$ cat config.mk
export PLATFORM = sky130hd
export DESIGN_NAME = donut_angle_stepper
export DESIGN_NICKNAME = d
export VERILOG_FILES = /design/src/rtl/donut_pkg.sv /design/src/rtl/mul_serial16.sv /design/src/rtl/donut_angle_stepper.sv
export SDC_FILE = /design/constraint.sdc
export NUM_CORES = 1
export LEC_CHECK = 0
export BUFFER_PORTS_ARGS = -buffer_cell sky130_fd_sc_hd__buf_4
export CORE_UTILIZATION = 56
export DETAILED_ROUTE_END_ITERATION = 16
export HOLD_SLACK_MARGIN = 0.12
export PLACE_DENSITY = 0.73
export SLEW_MARGIN = 20
export SYNTH_ARGS = -nofsm -noshare
export SYNTH_HDL_FRONTEND = slang
export SYNTH_SLANG_ARGS = --single-unit
export TNS_END_PERCENT = 30
$ cat constraint.sdc
create_clock -name clk48 -period 11.4 [get_ports clk48]
set_input_delay 2.28 -clock clk48 [delete_from_list [all_inputs] [get_ports clk48]]
set_output_delay 2.28 -clock clk48 [all_outputs]
set_load 0.005 [all_outputs]
$ cat src/rtl/donut_pkg.sv
// Shared definitions for the donut angle stepper: Q2.14 constants, FSM state
// encoding, pair selection and the 16-bit saturation helper.
package donut_pkg;

    // Q2.14 representations of 1.0 and 3.0
    localparam logic signed [15:0] ONE   = 16'sd16384;
    localparam int                 THREE = 49152;

    typedef enum logic [2:0] {
        IDLE,
        ROT,
        MUL_CC,
        MUL_SS,
        CALC_K,
        MUL_CK,
        MUL_SK,
        COMMIT
    } state_e;

    typedef enum logic {
        PAIR_A = 1'b0,
        PAIR_B = 1'b1
    } pair_e;

    // Clamp a wide signed intermediate into the signed 16-bit range
    function automatic logic signed [15:0] sat16(input logic signed [47:0] x);
        if (x > 48'sd32767) begin
            return 16'sh7fff;
        end else if (x < -48'sd32768) begin
            return 16'sh8000;
        end else begin
            return x[15:0];
        end
    endfunction

endpackage

$ cat src/rtl/mul_serial16.sv
// Signed 16x16 -> 32 shift-add multiplier, one multiplier bit per cycle.
// The launch edge latches the operands and already folds in bit 0, so the
// full product is on p in the same cycle done pulses, MUL_CYCLES cycles
// after start. Bit 15 carries weight -2^15 (two's complement), so its
// partial product is subtracted. A start while running restarts it.
module mul_serial16 #(
    parameter int MUL_CYCLES = 16
) (
    input  logic               clk48,
    input  logic               rst_n,
    input  logic               start,
    input  logic signed [15:0] a,
    input  logic signed [15:0] b,
    output logic signed [31:0] p,
    output logic               done
);

    localparam int IW = $clog2(MUL_CYCLES);

    logic signed [31:0] mcand;
    logic        [15:0] mplier;
    logic      [IW-1:0] idx;
    logic               running;
    logic signed [31:0] shifted;
    logic signed [31:0] term;

    // Partial product for the multiplier bit selected by idx
    always_comb begin
        // NOTE: every combinational output gets a default first, so no path leaves it unassigned and no latch is inferred.
        term    = '0;
        shifted = mcand <<< idx;
        if (mplier[idx]) begin
            term = (idx == IW'(MUL_CYCLES - 1)) ? -shifted : shifted;
        end
    end

    // Operand latch, accumulation and completion pulse
    always_ff @(posedge clk48 or negedge rst_n) begin
        // NOTE: state registers use non-blocking assignments so every flop samples pre-edge values, independent of statement order.
        if (!rst_n) begin
            mcand   <= '0;
            mplier  <= '0;
            p       <= '0;
            idx     <= '0;
            running <= 1'b0;
            done    <= 1'b0;
        end else begin
            done <= 1'b0;
            if (start) begin
                mcand   <= 32'(a);
                mplier  <= b;
                p       <= b[0] ? 32'(a) : '0;
                idx     <= IW'(1);
                running <= 1'b1;
            end else if (running) begin
                p   <= p + term;
                idx <= idx + 1'b1;
                if (idx == IW'(MUL_CYCLES - 1)) begin
                    running <= 1'b0;
                    done    <= 1'b1;
                end
            end
        end
    end

endmodule

$ cat src/rtl/donut_angle_stepper.sv
// Per-frame rotation of the two donut angles. On an enabled frame_start the
// cos/sin pairs are copied into working registers, rotated by a Minsky step,
// renormalised with one Newton step (k = (3 - |v|^2) / 2) using a shared
// serial multiplier, and then all four outputs are loaded in one edge.
module donut_angle_stepper
    import donut_pkg::*;
#(
    parameter int SHIFT_A    = 5,
    parameter int SHIFT_B    = 6,
    parameter int MUL_CYCLES = 16
) (
    input  logic               clk48,
    input  logic               rst_n,
    input  logic               frame_start,
    input  logic               enable,
    output logic signed [15:0] cos_a,
    output logic signed [15:0] sin_a,
    output logic signed [15:0] cos_b,
    output logic signed [15:0] sin_b,
    output logic               busy,
    output logic               update
);

    state_e             state, next_state;
    logic               entered;
    pair_e              pair;

    logic signed [15:0] wc [2];
    logic signed [15:0] ws [2];
    logic signed [15:0] rot_c [2];
    logic signed [15:0] rot_s [2];
    logic signed [31:0] p_reg, q_reg;
    logic signed [15:0] k_reg;

    logic signed [32:0] pq_sum;
    logic signed [32:0] m_val;
    logic signed [33:0] k_half;
    logic signed [15:0] k_next;
    logic signed [15:0] prod_sat;

    logic               mul_start;
    logic signed [15:0] mul_a, mul_b;
    logic signed [31:0] mul_p;
    logic               mul_done;

    mul_serial16 #(.MUL_CYCLES(MUL_CYCLES)) u_mul (
        .clk48 (clk48),
        .rst_n (rst_n),
        .start (mul_start),
        .a     (mul_a),
        .b     (mul_b),
        .p     (mul_p),
        .done  (mul_done)
    );

    // State register; entered flags the first cycle of every state
    always_ff @(posedge clk48 or negedge rst_n) begin
        if (!rst_n) begin
            state   <= IDLE;
            entered <= 1'b0;
        end else begin
            state   <= next_state;
            entered <= (next_state != state);
        end
    end

    // Next-state sequencing: ROT, then the MUL/CALC chain for A then B
    always_comb begin
        next_state = state;
        case (state)
            IDLE:    if (frame_start && enable) next_state = ROT;
            ROT:     next_state = MUL_CC;
            MUL_CC:  if (mul_done) next_state = MUL_SS;
            MUL_SS:  if (mul_done) next_state = CALC_K;
            CALC_K:  next_state = MUL_CK;
            MUL_CK:  if (mul_done) next_state = MUL_SK;
            MUL_SK:  if (mul_done) next_state = (pair == PAIR_A) ? MUL_CC : COMMIT;
            COMMIT:  next_state = IDLE;
            default: next_state = IDLE;
        endcase
    end

    // Multiplier launch and operand selection for the current MUL state
    always_comb begin
        mul_start = 1'b0;
        mul_a     = wc[pair];
        mul_b     = wc[pair];
        case (state)
            MUL_CC: mul_start = entered;
            MUL_SS: begin
                mul_start = entered;
                mul_a     = ws[pair];
                mul_b     = ws[pair];
            end
            MUL_CK: begin
                mul_start = entered;
                mul_b     = k_reg;
            end
            MUL_SK: begin
                mul_start = entered;
                mul_a     = ws[pair];
                mul_b     = k_reg;
            end
            default: ;
        endcase
    end

    // Minsky rotation for both pairs; the sine uses the already-updated cosine
    always_comb begin
        rot_c[PAIR_A] = sat16(48'(wc[PAIR_A]) - 48'(ws[PAIR_A] >>> SHIFT_A));
        rot_s[PAIR_A] = sat16(48'(ws[PAIR_A]) + 48'(rot_c[PAIR_A] >>> SHIFT_A));
        rot_c[PAIR_B] = sat16(48'(wc[PAIR_B]) - 48'(ws[PAIR_B] >>> SHIFT_B));
        rot_s[PAIR_B] = sat16(48'(ws[PAIR_B]) + 48'(rot_c[PAIR_B] >>> SHIFT_B));
    end

    // Newton factor k = (3 - (c^2 + s^2)) / 2 in Q2.14, kept non-negative
    always_comb begin
        pq_sum = 33'(p_reg) + 33'(q_reg);
        m_val  = pq_sum >>> 14;
        k_half = (34'(THREE) - 34'(m_val)) >>> 1;
        if (k_half < 34'sd0) begin
            k_next = '0;
        end else if (k_half > 34'sd32767) begin
            k_next = 16'sh7fff;
        end else begin
            k_next = k_half[15:0];
        end
        prod_sat = sat16(48'(mul_p >>> 14));
    end

    // Working registers, commit of the outputs, busy and update
    always_ff @(posedge clk48 or negedge rst_n) begin
        if (!rst_n) begin
            // NOTE: the small working-register array is reset with the rest so an aborted sequence leaves nothing behind.
            for (int i = 0; i < 2; i++) begin
                wc[i] <= ONE;
                ws[i] <= '0;
            end
            p_reg  <= '0;
            q_reg  <= '0;
            k_reg  <= '0;
            pair   <= PAIR_A;
            cos_a  <= ONE;
            sin_a  <= '0;
            cos_b  <= ONE;
            sin_b  <= '0;
            busy   <= 1'b0;
            update <= 1'b0;
        end else begin
            update <= 1'b0;
            case (state)
                IDLE: begin
                    if (next_state == ROT) begin
                        busy       <= 1'b1;
                        pair       <= PAIR_A;
                        wc[PAIR_A] <= cos_a;
                        ws[PAIR_A] <= sin_a;
                        wc[PAIR_B] <= cos_b;
                        ws[PAIR_B] <= sin_b;
                    end
                end
                ROT: begin
                    for (int i = 0; i < 2; i++) begin
                        wc[i] <= rot_c[i];
                        ws[i] <= rot_s[i];
                    end
                end
                MUL_CC: if (mul_done) p_reg <= mul_p;
                MUL_SS: if (mul_done) q_reg <= mul_p;
                CALC_K: k_reg <= k_next;
                MUL_CK: if (mul_done) wc[pair] <= prod_sat;
                MUL_SK: begin
                    if (mul_done) begin
                        ws[pair] <= prod_sat;
                        if (pair == PAIR_A) begin
                            pair <= PAIR_B;
                        end else begin
                            // Final product bypasses ws so all four outputs land in one edge
                            cos_a  <= wc[PAIR_A];
                            sin_a  <= ws[PAIR_A];
                            cos_b  <= wc[PAIR_B];
                            sin_b  <= prod_sat;
                            update <= 1'b1;
                        end
                    end
                end
                COMMIT: busy <= 1'b0;
                default: ;
            endcase
        end
    end

endmodule

== Word-level counts from Yosys, hierarchy flattened ==
Index checks and enable logic that the tools add are counted.

* $add $sub $neg: 9
* $lt $le $gt $ge: 15
* Eq/ne operators: 13
* Shift operators: 1
* Multiplexer cells: 61
* Bitwise logic cells: 1
* Reduce and logical (&&, ||, !) cells: 18

{| class="wikitable"
|+ Operators with widths
! cell !! number
|-
| $mux 16 || 20
|-
| $mux 32 || 9
|-
| $pmux 32 s3 || 2
|-
| $gt 17x16->1 const B || 4
|-
| $lt 17x16->1 const B || 4
|-
| $bwmux 32 || 2
|-
| $add 32x32->33 || 1
|-
| $add 32x32->32 || 1
|-
| $neg 32->32 || 1
|-
| $pmux 16 s2 || 1
|-
| $sshl 16x4->32 || 1
|-
| $pmux 3 s8 || 1
|-
| $sub 17x19->20 const A || 1
|-
| $gt 19x16->1 const B || 1
|-
| $lt 19x1->1 const B || 1
|-
| $gt 18x16->1 const B || 1
|-
| $lt 18x16->1 const B || 1
|-
| $mux 3 || 6
|-
| $add 16x10->17 || 1
|-
| $add 16x11->17 || 1
|-
| $sub 16x10->17 || 1
|-
| $sub 16x11->17 || 1
|-
| $demux 16 s1 || 1
|-
| $mux 1 || 14
|-
| other kinds (23) || 41
|}

* Flip-flop bits (word level): 285
* Output and inout port bits: 66

== Depth between registers and ports, before layout ==
Gate-level depths: netlist (run 1).

* Depth in word-level cells: 9
* Depth in mapped cells: 30

== By module ==
A second synthesis (run 1) with hierarchy kept.

* Cell total of the unflattened synthesis: 2,472
* Area total of the unflattened synthesis: 22,166.3 sq um

{| class="wikitable"
|+ By module, submodules not included
! module !! instances !! cells an instance !! area an instance (sq um) !! sequential area each (sq um)
|-
| donut_angle_stepper || 1 || 1,701 || 15,527.4 || 5,385.2
|-
| mul_serial16 || 1 || 771 || 6,638.9 || 1,751.7
|}

== Least setup slack after synthesis (run 1) ==
OpenSTA, ideal clock, no wires.

* Path type: reg2reg
* Start: reg ws[7] in the netlist's numbering
* End: reg ws[7] in the netlist's numbering
* Setup time: 0.086 ns
* Data arrival time: 6.029 ns
* Path slack: 5.285 ns
* Cell stages (with the launch flop): 28
* Path buffers: 2
* Period minus slack after synthesis: 6.115 ns
* Path through: dfrtp_1 -> inv_1 -> ha_1 -> nor2b_1 -> o21a_1 -> o21ai_0 -> nand3_1 -> a31oi_1 -> a21boi_0 -> a221o_1 -> a21oi_2 -> mux2i_1 -> clkbuf_1 -> nor2_1 -> nor2_1 -> ha_1 -> a21o_1 -> a21o_1 -> a21oi_1 -> nor2b_1 -> o22a_1 -> a41o_1 -> o2111a_1 -> or3_1 -> o32a_1 -> clkbuf_1 -> o21a_1 -> a32oi_1

* Cells in the longest elaborated chain, start to end: 9

{| class="wikitable"
|+ Ends and longest elaborated chain
! element !! RTL line !! RTL
|-
| from (decl) || donut_angle_stepper.sv:29 || <nowiki>logic signed [15:0] ws [2];</nowiki>
|-
| from (signal, indexed assignment) || donut_angle_stepper.sv:157 || <nowiki>ws[PAIR_A] <= sin_a;</nowiki>
|-
| from (signal, indexed assignment) || donut_angle_stepper.sv:159 || <nowiki>ws[PAIR_B] <= sin_b;</nowiki>
|-
| from (signal, indexed assignment) || donut_angle_stepper.sv:165 || <nowiki>ws[i] <= rot_s[i];</nowiki>
|-
| $sub 16x10->17 || donut_angle_stepper.sv:112 || <nowiki>rot_c[PAIR_B] = sat16(48'(wc[PAIR_B]) - 48'(ws[PAIR_B] >>> SHIFT_B));</nowiki>
|-
| $lt 17x16->1 || donut_pkg.sv:29 || <nowiki>end else if (x < -48'sd32768) begin</nowiki>
|-
| $mux 16 || donut_pkg.sv:29 ||
|-
| $mux 16 || donut_pkg.sv:27 || <nowiki>if (x > 48'sd32767) begin</nowiki>
|-
| $add 16x10->17 || donut_angle_stepper.sv:113 || <nowiki>rot_s[PAIR_B] = sat16(48'(ws[PAIR_B]) + 48'(rot_c[PAIR_B] >>> SHIFT_B));</nowiki>
|-
| $lt 17x16->1 || donut_pkg.sv:29 ||
|-
| $mux 16 || donut_pkg.sv:29 ||
|-
| $mux 16 || donut_pkg.sv:27 ||
|-
| $pmux 32 s3 * || donut_angle_stepper.sv:151 || <nowiki>case (state)</nowiki>
|}

Every way passes the cells marked *; elsewhere a longest branch is shown, timed or not. The select of a mux whose other input is x is not followed.
A chain may end at the register's enable or synchronous reset.

== Worst setup path after layout (run 1) ==
* Start: reg ws[22] in the netlist's numbering
* End: reg ws[23] in the netlist's numbering

* Cells in the longest elaborated chain, start to end: 9

{| class="wikitable"
|+ Ends and longest elaborated chain
! element !! RTL line !! RTL
|-
| $sub 16x11->17 || donut_angle_stepper.sv:110 || <nowiki>rot_c[PAIR_A] = sat16(48'(wc[PAIR_A]) - 48'(ws[PAIR_A] >>> SHIFT_A));</nowiki>
|-
| $lt 17x16->1 || donut_pkg.sv:29 ||
|-
| $mux 16 || donut_pkg.sv:29 ||
|-
| $mux 16 || donut_pkg.sv:27 ||
|-
| $add 16x11->17 * || donut_angle_stepper.sv:111 || <nowiki>rot_s[PAIR_A] = sat16(48'(ws[PAIR_A]) + 48'(rot_c[PAIR_A] >>> SHIFT_A));</nowiki>
|-
| $lt 17x16->1 || donut_pkg.sv:29 ||
|-
| $mux 16 || donut_pkg.sv:29 ||
|-
| $mux 16 * || donut_pkg.sv:27 ||
|-
| $pmux 32 s3 * || donut_angle_stepper.sv:151 ||
|}

Every way passes the cells marked *; elsewhere a longest branch is shown, timed or not.

==> run summary, run 1 <==
Status: complete, no violations
RSZ-0062 raised after global routing: false
Endpoint class of the critical path: flip-flop
DRC viols: 0
Synth top area cells: dfrtp_1 33%, ha_1 7.5%, mux2_2 6.1%
Rows: 71
Largest net degree at the start of global routing: 177
Area of placed instances: 0.0224 mm^2
I/O pin count: 70
PostCTS Resize Cnt: 0
Syn_area_per_cell: 8.74 um^2
Post-CTS Setup Inserts: 0
Multiplexer area fraction after synthesis: 11.0%
Startpoint types: flip-flop
GR Util met2: 55.6%
Area leader, netlist: dfrtp_1
Post-Synth Adder-Cell Area: 8.00%
Slew @ Worst Pin: 1100 ps
Endpoints failing setup: 0
Post-synth EDFFs: 0
Core area: 0.0377 mm^2
Syn Nets: 2,589
1st-pass router iterations: 8
Count of yosys warnings during synthesis: 0
Final design utilization: 62.6%
Vias in the first global route: 18,729
# clock sinks: 285
Ys async rst share: 100%
GR Util All Layers: 36.0%
Largest family of logic cells by synthesized area: compound AO/OA/AOI/OAI gates
Fmax: 140 MHz
Hold path start: u_mul.mplier[3]
Final Skew: 14.8 ps
Die footprint: 0.0390 mm^2
CP arrival: 7520 ps
Met3 Resource Use GR: 5.07%
Met1 GRT Util: 47.4%
Final Cycle Share: 62.6%
GPL Wtd Cong: 0.997
Slowest CP cell: a2111oi_0
Crit path max fanout: 15
Final min period: 7140 ps
Crit path largest cell delay: 660 ps
CP top delay family: compound AO/OA/AOI/OAI gates
Antenna-violating nets left: 0
#FFs+latches synth: 285
Via count: 19,500
Hold Vio Cnt, Final: 0
Relative slew slack: 25.8%
CTS buffer count: 36
Register area: 0.00714 mm^2
Die Y: 198 um
Hold_buf cts: 0
Cell Area, Synth: 0.0214 mm^2
Worst-path clk slew: 60 ps
Commonest non-fill, non-tap cell in the layout: nand2_1
Compound-Gate Fraction of Synth Area: 23.6%
Dpl hpwl: 50,300 um
Via density per instance: 6.51
Grt total ovfl: 0
Reg-to-reg critical path startpoint: ws[22]
DRT iter0 DRCs: 1,988
Most used DFF post-synth: dfrtp_1
CTS tree: built
Worst min path class: flip-flop to flip-flop
Worst setup path class: flip-flop to flip-flop
Post-Synth XOR/XNOR Area: 4.49%
CTS root buffer: clkbuf_16
Antenna violations before repair: 0
Max Buffers Root-to-Sink: 3
Fillers: 3,255
WL/cell: 22.9 um
Total negative slack: 0 ps
Die Wd: 198 um
Total of max-cap violations: 0
Most frequent cells in the layout: 288 x nand2_1, 280 x dfrtp_1, 235 x nor2_1
Syn Inst Count: 2,451
CP Launch Point: ws[22]
Detailed Route WL: 68,700 um
Seq/Total Area, Yosys: 33.3%
Slew Viols, Final: 0
Post-route cell area: 0.0236 mm^2
Gr busiest metal: met2
NumNets Final: 2,597
Simple-gate portion of the synthesized area: 15.5%
Number of diodes: 0
WP data required: 11,780 ps
Area of the multi-input gates: 0.0134 mm^2
First-pass GRT wire length: 108,000 um
H-tree depth: 2
Starting density of the core: 56.9%
Clk_lat worst skew: 560 ps
Synth cell types: 103
Crit path cell chain: inv_1 -> ha_1 -> nor2b_1 -> o21ai_0 -> a21boi_0 -> o21ai_0 -> a21boi_0 -> o211ai_1 -> a31oi_1 -> a21oi_1 -> mux2_2 -> a2111oi_0 -> nor2_1 -> ha_1 -> and3_1 -> nand3_1 -> o31ai_1 -> nor4_1 -> nor4_1 -> o21a_1 -> or4b_2 -> o311a_1 -> a222oi_1 -> a22oi_1
# port buffers: 69
CP Buf/Inv Count: 1
Area Overhead vs Synth: 10.2%
Layout cells sized above 1: 14.7%
Top-area cell type share of the netlist area: 32.8%
cells in the mapped netlist, types with 16 or more instances:
master	count
a211oi_1	16
a21o_1	46
a21oi_1	192
a221oi_1	36
a22oi_1	18
a31oi_1	28
and3_1	16
clkbuf_1	111
dfrtp_1	281
ha_1	129
inv_1	88
mux2_2	116
mux2i_1	51
mux4_2	22
nand2_1	288
nand2b_1	20
nand3_1	25
nor2_1	236
nor2b_1	30
nor3_1	37
o211ai_1	26
o21a_1	21
o21ai_0	188
o21bai_1	24
o22ai_1	27
xnor2_1	75
xor2_1	33
path summary, 6_finish.rpt:
kind	endpoint	slack, ps	cells past startpoint
hold / removal	u_mul.mplier[3]	470	2
setup / recovery	ws[23]	4260	24
min in group asynchronous	q_reg[16]	1800	1
max in group asynchronous	pair	8080	3
setup reg to reg	ws[23]	4260	24
hold reg to reg	u_mul.mplier[3]	470	2
worst register-to-register path, cell delays in order (launching register included):
cell,delay [ps]
dfrtp_1,490
inv_1,100
ha_1,270
nor2b_1,120
o21ai_0,220
a21boi_0,160
o21ai_0,250
a21boi_0,220
o211ai_1,320
a31oi_1,220
a21oi_1,180
mux2_2,480
a2111oi_0,660
nor2_1,170
ha_1,370
and3_1,230
nand3_1,90
o31ai_1,280
nor4_1,120
nor4_1,370
o21a_1,230
or4b_2,610
o311a_1,330
a222oi_1,380
a22oi_1,110
logic make-up after synthesis:
kind of cell    count (synthesis)
compound gates                768
simple gates                  739
mux                           191
xor+xnor                      109
flops                         285
buf+inv                       225
fa+ha+maj                     134
stage by stage:
step                      cells  hold WS (ps)  worst slack, ps
after CTS                  2995           480             4380
after detailed placement   2931           466             4420
after floorplan            2451           445             5290
after global placement     2931           459             4670
after global routing       2996           490             3620
final                      2996           472             4260
cell type report:
| cell class | instances | area share, % |
|---|---|---|
| Tap cell | 511 | 2.71 |
| Multi-Input combinational cell | 1941 | 57.0 |
| Sequential cell | 285 | 30.3 |
| Clock buffer | 52 | 4.46 |
| Clock inverter | 12 | 0.620 |
| Inverter | 90 | 1.43 |
| Timing Repair Buffer | 105 | 3.51 |
routing by layer:
layer  vias to the layer above  wire length [um]
li1                       8969                 -
met5                         -                 0
met1                      9435             27900
met3                       210              5390
met2                       886             30700
met4                         0              4730
Power of run 1 is not shown: default switching activity piles up to over one toggle a cycle in this logic, so the estimate is an artifact.
==> inputs of run 2 (changes only) <==
Settings changed: ABC_AREA set to 1.
Clock period 11.4 ns to 6.8 ns, I/O delays scaled along.
==> run 2 against run 1 <==
Compared with the run above: fmax is 15% higher; synthesized cell count is 34% higher; routed wire length is 14% higher; sequential share of layout area is 1.0 points lower; final cell count is 28% higher; count of clock-buffer cells in the layout is 4 lower; first-iteration DRC count is 20% higher; via count is 18% higher; design area is 3.5% higher; synthesized area is 4.2% higher; highest routed layer unchanged.
==> run summary, run 2 <==
CP Buf/Inv Count: 3 (+2)
First-pass GRT wire length: 120,000 um (+11%)
Grt total ovfl: 0 (unchanged)
H-tree depth: 2 (unchanged)
GR Util All Layers: 38.0% (+2.0 points)
Fillers: 3,628 (+11%)
GR Util met2: 61.6% (+6.0 points)
Final min period: 6230 ps (-911 ps)
Vias in the first global route: 21,516 (+15%)
I/O pin count: 70 (unchanged)
Slew Viols, Final: 0 (unchanged)
Endpoints failing setup: 0 (unchanged)
Core area: 0.0390 mm^2 (+3.6%)
Antenna-violating nets left: 0 (unchanged)
Gr busiest metal: met2
Fmax: 161 MHz (+15%)
Syn Nets: 3,425 (+32%)
Ys async rst share: 100% (unchanged)
Worst min path class: flip-flop to flip-flop
WP data required: 7270 ps (-4510 ps)
Largest net degree at the start of global routing: 133 (-25%)
Most used DFF post-synth: dfrtp_1
Antenna violations before repair: 0 (unchanged)
Seq/Total Area, Yosys: 32.0% (-1.3 points)
Syn_area_per_cell: 6.79 um^2 (-22%)
Final Cycle Share: 91.6% (+29 points)
Met3 Resource Use GR: 6.04% (+0.97 points)
GPL Wtd Cong: 0.984 (-1.3%)
Synth top area cells: dfrtp_1 32%, nand2_1 15%, a21oi_1 7.4%
CP top delay family: compound AO/OA/AOI/OAI gates
Slowest CP cell: dfrtp_1
Area of the multi-input gates: 0.0132 mm^2 (-2.2%)
Crit path max fanout: 10 (-5)
CTS buffer count: 34 (-5.6%)
Clk_lat worst skew: 570 ps (about the same)
Reg2reg setup slack: 570 ps (-3690 ps)
Hold Vio Cnt, Final: 0 (unchanged)
Detailed Route WL: 78,200 um (+14%)
CP arrival: 6690 ps (-830 ps)
Crit-path most repeated cell: nand2_1
1st-pass router iterations: 8 (unchanged)
Die Y: 202 um (+2.1%)
Final hold slack: 490 ps (+18.4 ps)
CTS tree: built
NumNets Final: 3,434 (+32%)
WL/cell: 20.4 um (-11%)
Crit path largest cell delay: 440 ps (-220 ps)
Post-synth EDFFs: 0 (unchanged)
Most frequent cell after synthesis: nand2_1
Total negative slack: 0 ps (unchanged)
Endpoint class of the critical path: flip-flop
Dpl hpwl: 59,600 um (+18%)
Final Skew: 20.8 ps (+6.03 ps)
Die Wd: 202 um (+2.1%)
DRT iter0 DRCs: 2,395 (+20%)
Via count: 22,916 (+18%)
Area leader, netlist: dfrtp_1
# clock sinks: 285 (unchanged)
Cell Area, Synth: 0.0223 mm^2 (+4.2%)
Worst-path clk slew: 60 ps (about the same)
Slew @ Worst Pin: 1040 ps (-59.5 ps)
Post-synth top cells: 906 x nand2_1, 407 x inv_1, 331 x a21oi_1
Hold_buf cts: 0 (unchanged)
Top-area cell type share of the netlist area: 31.5% (-1.3 points)
Status: complete, no violations
Worst setup path class: flip-flop to flip-flop
Via density per instance: 5.97 (-8.3%)
Max Buffers Root-to-Sink: 3 (unchanged)
Total of max-cap violations: 0 (unchanged)
Number of diodes: 0 (unchanged)
Syn Inst Count: 3,287 (+34%)
# port buffers: 69 (unchanged)
Commonest non-fill, non-tap cell in the layout: nand2_1
Count of yosys warnings during synthesis: 0 (unchanged)
Rows: 72 (+1.4%)
CTS root buffer: clkbuf_16
DRC viols: 0 (unchanged)
Die footprint: 0.0406 mm^2 (+4.1%)
Most frequent cells in the layout: 905 x nand2_1, 407 x inv_1, 331 x a21oi_1
#FFs+latches synth: 285 (unchanged)
Register area: 0.00714 mm^2 (about the same)
Startpoint types: flip-flop
Area Overhead vs Synth: 9.48%
Layout cells sized above 1: 6.87% (-7.8 points)
Synth cell types: 55 (-47%)
RSZ-0062 raised after global routing: false
Starting density of the core: 57.2% (+0.34 points)
Relative slew slack: 30.3% (+4.5 points)
Met1 GRT Util: 48.4% (+1.1 points)
[run 2: changes by cell type in the layout (fill, tap and decap cells not counted), sizes merged, moves of 30 or more]
cell    change
nand2     +626
inv       +327
a21oi     +140
mux2      -117
nand3      +95
o21ai      +64
xnor2      -53
a22oi      +50
a21o       -43
mux2i      -39
a221oi     +37
nor2       +35
nor2b      -30
[run 2: metal layers]
layer | vias to the layer above | wire [um]
li1 | 10935 | -
met1 | 10768 | 31700
met2 | 990 | 35500
met3 | 223 | 6330
met4 | 0 | 4620
met5 | - | 0
[run 2: cell type report]
class                           instances  area share, %
Multi-Input combinational cell       2458           53.9
Clock inverter                         12          0.487
Timing Repair Buffer                   96           3.15
Tap cell                              518           2.65
Inverter                              421           6.47
Clock buffer                           48           4.16
Sequential cell                       285           29.2
[run 2: final timing paths]
kind / from / endpoint / cells after the start
min reg2reg: u_mul.mplier[5] / u_mul.mplier[5] / 2
min in group asynchronous: rst_n / p_reg[11] / 1
max: ws[21] / ws[28] / 33
max in group asynchronous: rst_n / ws[18] / 2
max reg2reg: ws[21] / ws[28] / 33
min: u_mul.mplier[5] / u_mul.mplier[5] / 2
[run 2: logic make-up (layout without fill, tap and decap cells)]
logic type / after synthesis / in the layout / synth area share, %
simple gates: 1397 / 1397 / 25.6
compound gates: 850 / 850 / 22.4
buf+inv: 544 / 577 / 9.29
flops: 285 / 285 / 32.0
fa+ha+maj: 134 / 134 / 7.68
xor+xnor: 64 / 64 / 2.51
mux: 13 / 13 / 0.583
[run 2: repair_timing]
action	CTS	global route
endpoints found under the setup margin	0	15
gates resized for setup	0	1
buffers inserted	0	3
[run 2: per-stage QoR]
stage | util (%) | instance area (um^2) | cells | setup slack [ps]
final | 62.6 | 24400 | 3838 | 573
after global routing | 62.6 | 24400 | 3838 | 17.1
after CTS | 62.5 | 24400 | 3835 | 487
after detailed placement | 59.6 | 23200 | 3775 | 533
after global placement | 59.6 | 23200 | 3775 | 811
after floorplan | - | 22300 | 3287 | 1660
[run 2: worst register-to-register path: cells and delay by family (launching register included)]
kind | cells | cell delay (ps)
and+or+nand+nor | 13 | 1900
AOI/OAI and AO/OA | 13 | 2390
DFF | 1 | 440
adders and majority gates | 4 | 1220
buffers and inverters | 3 | 200
Power of run 2 is left out for the same reason.
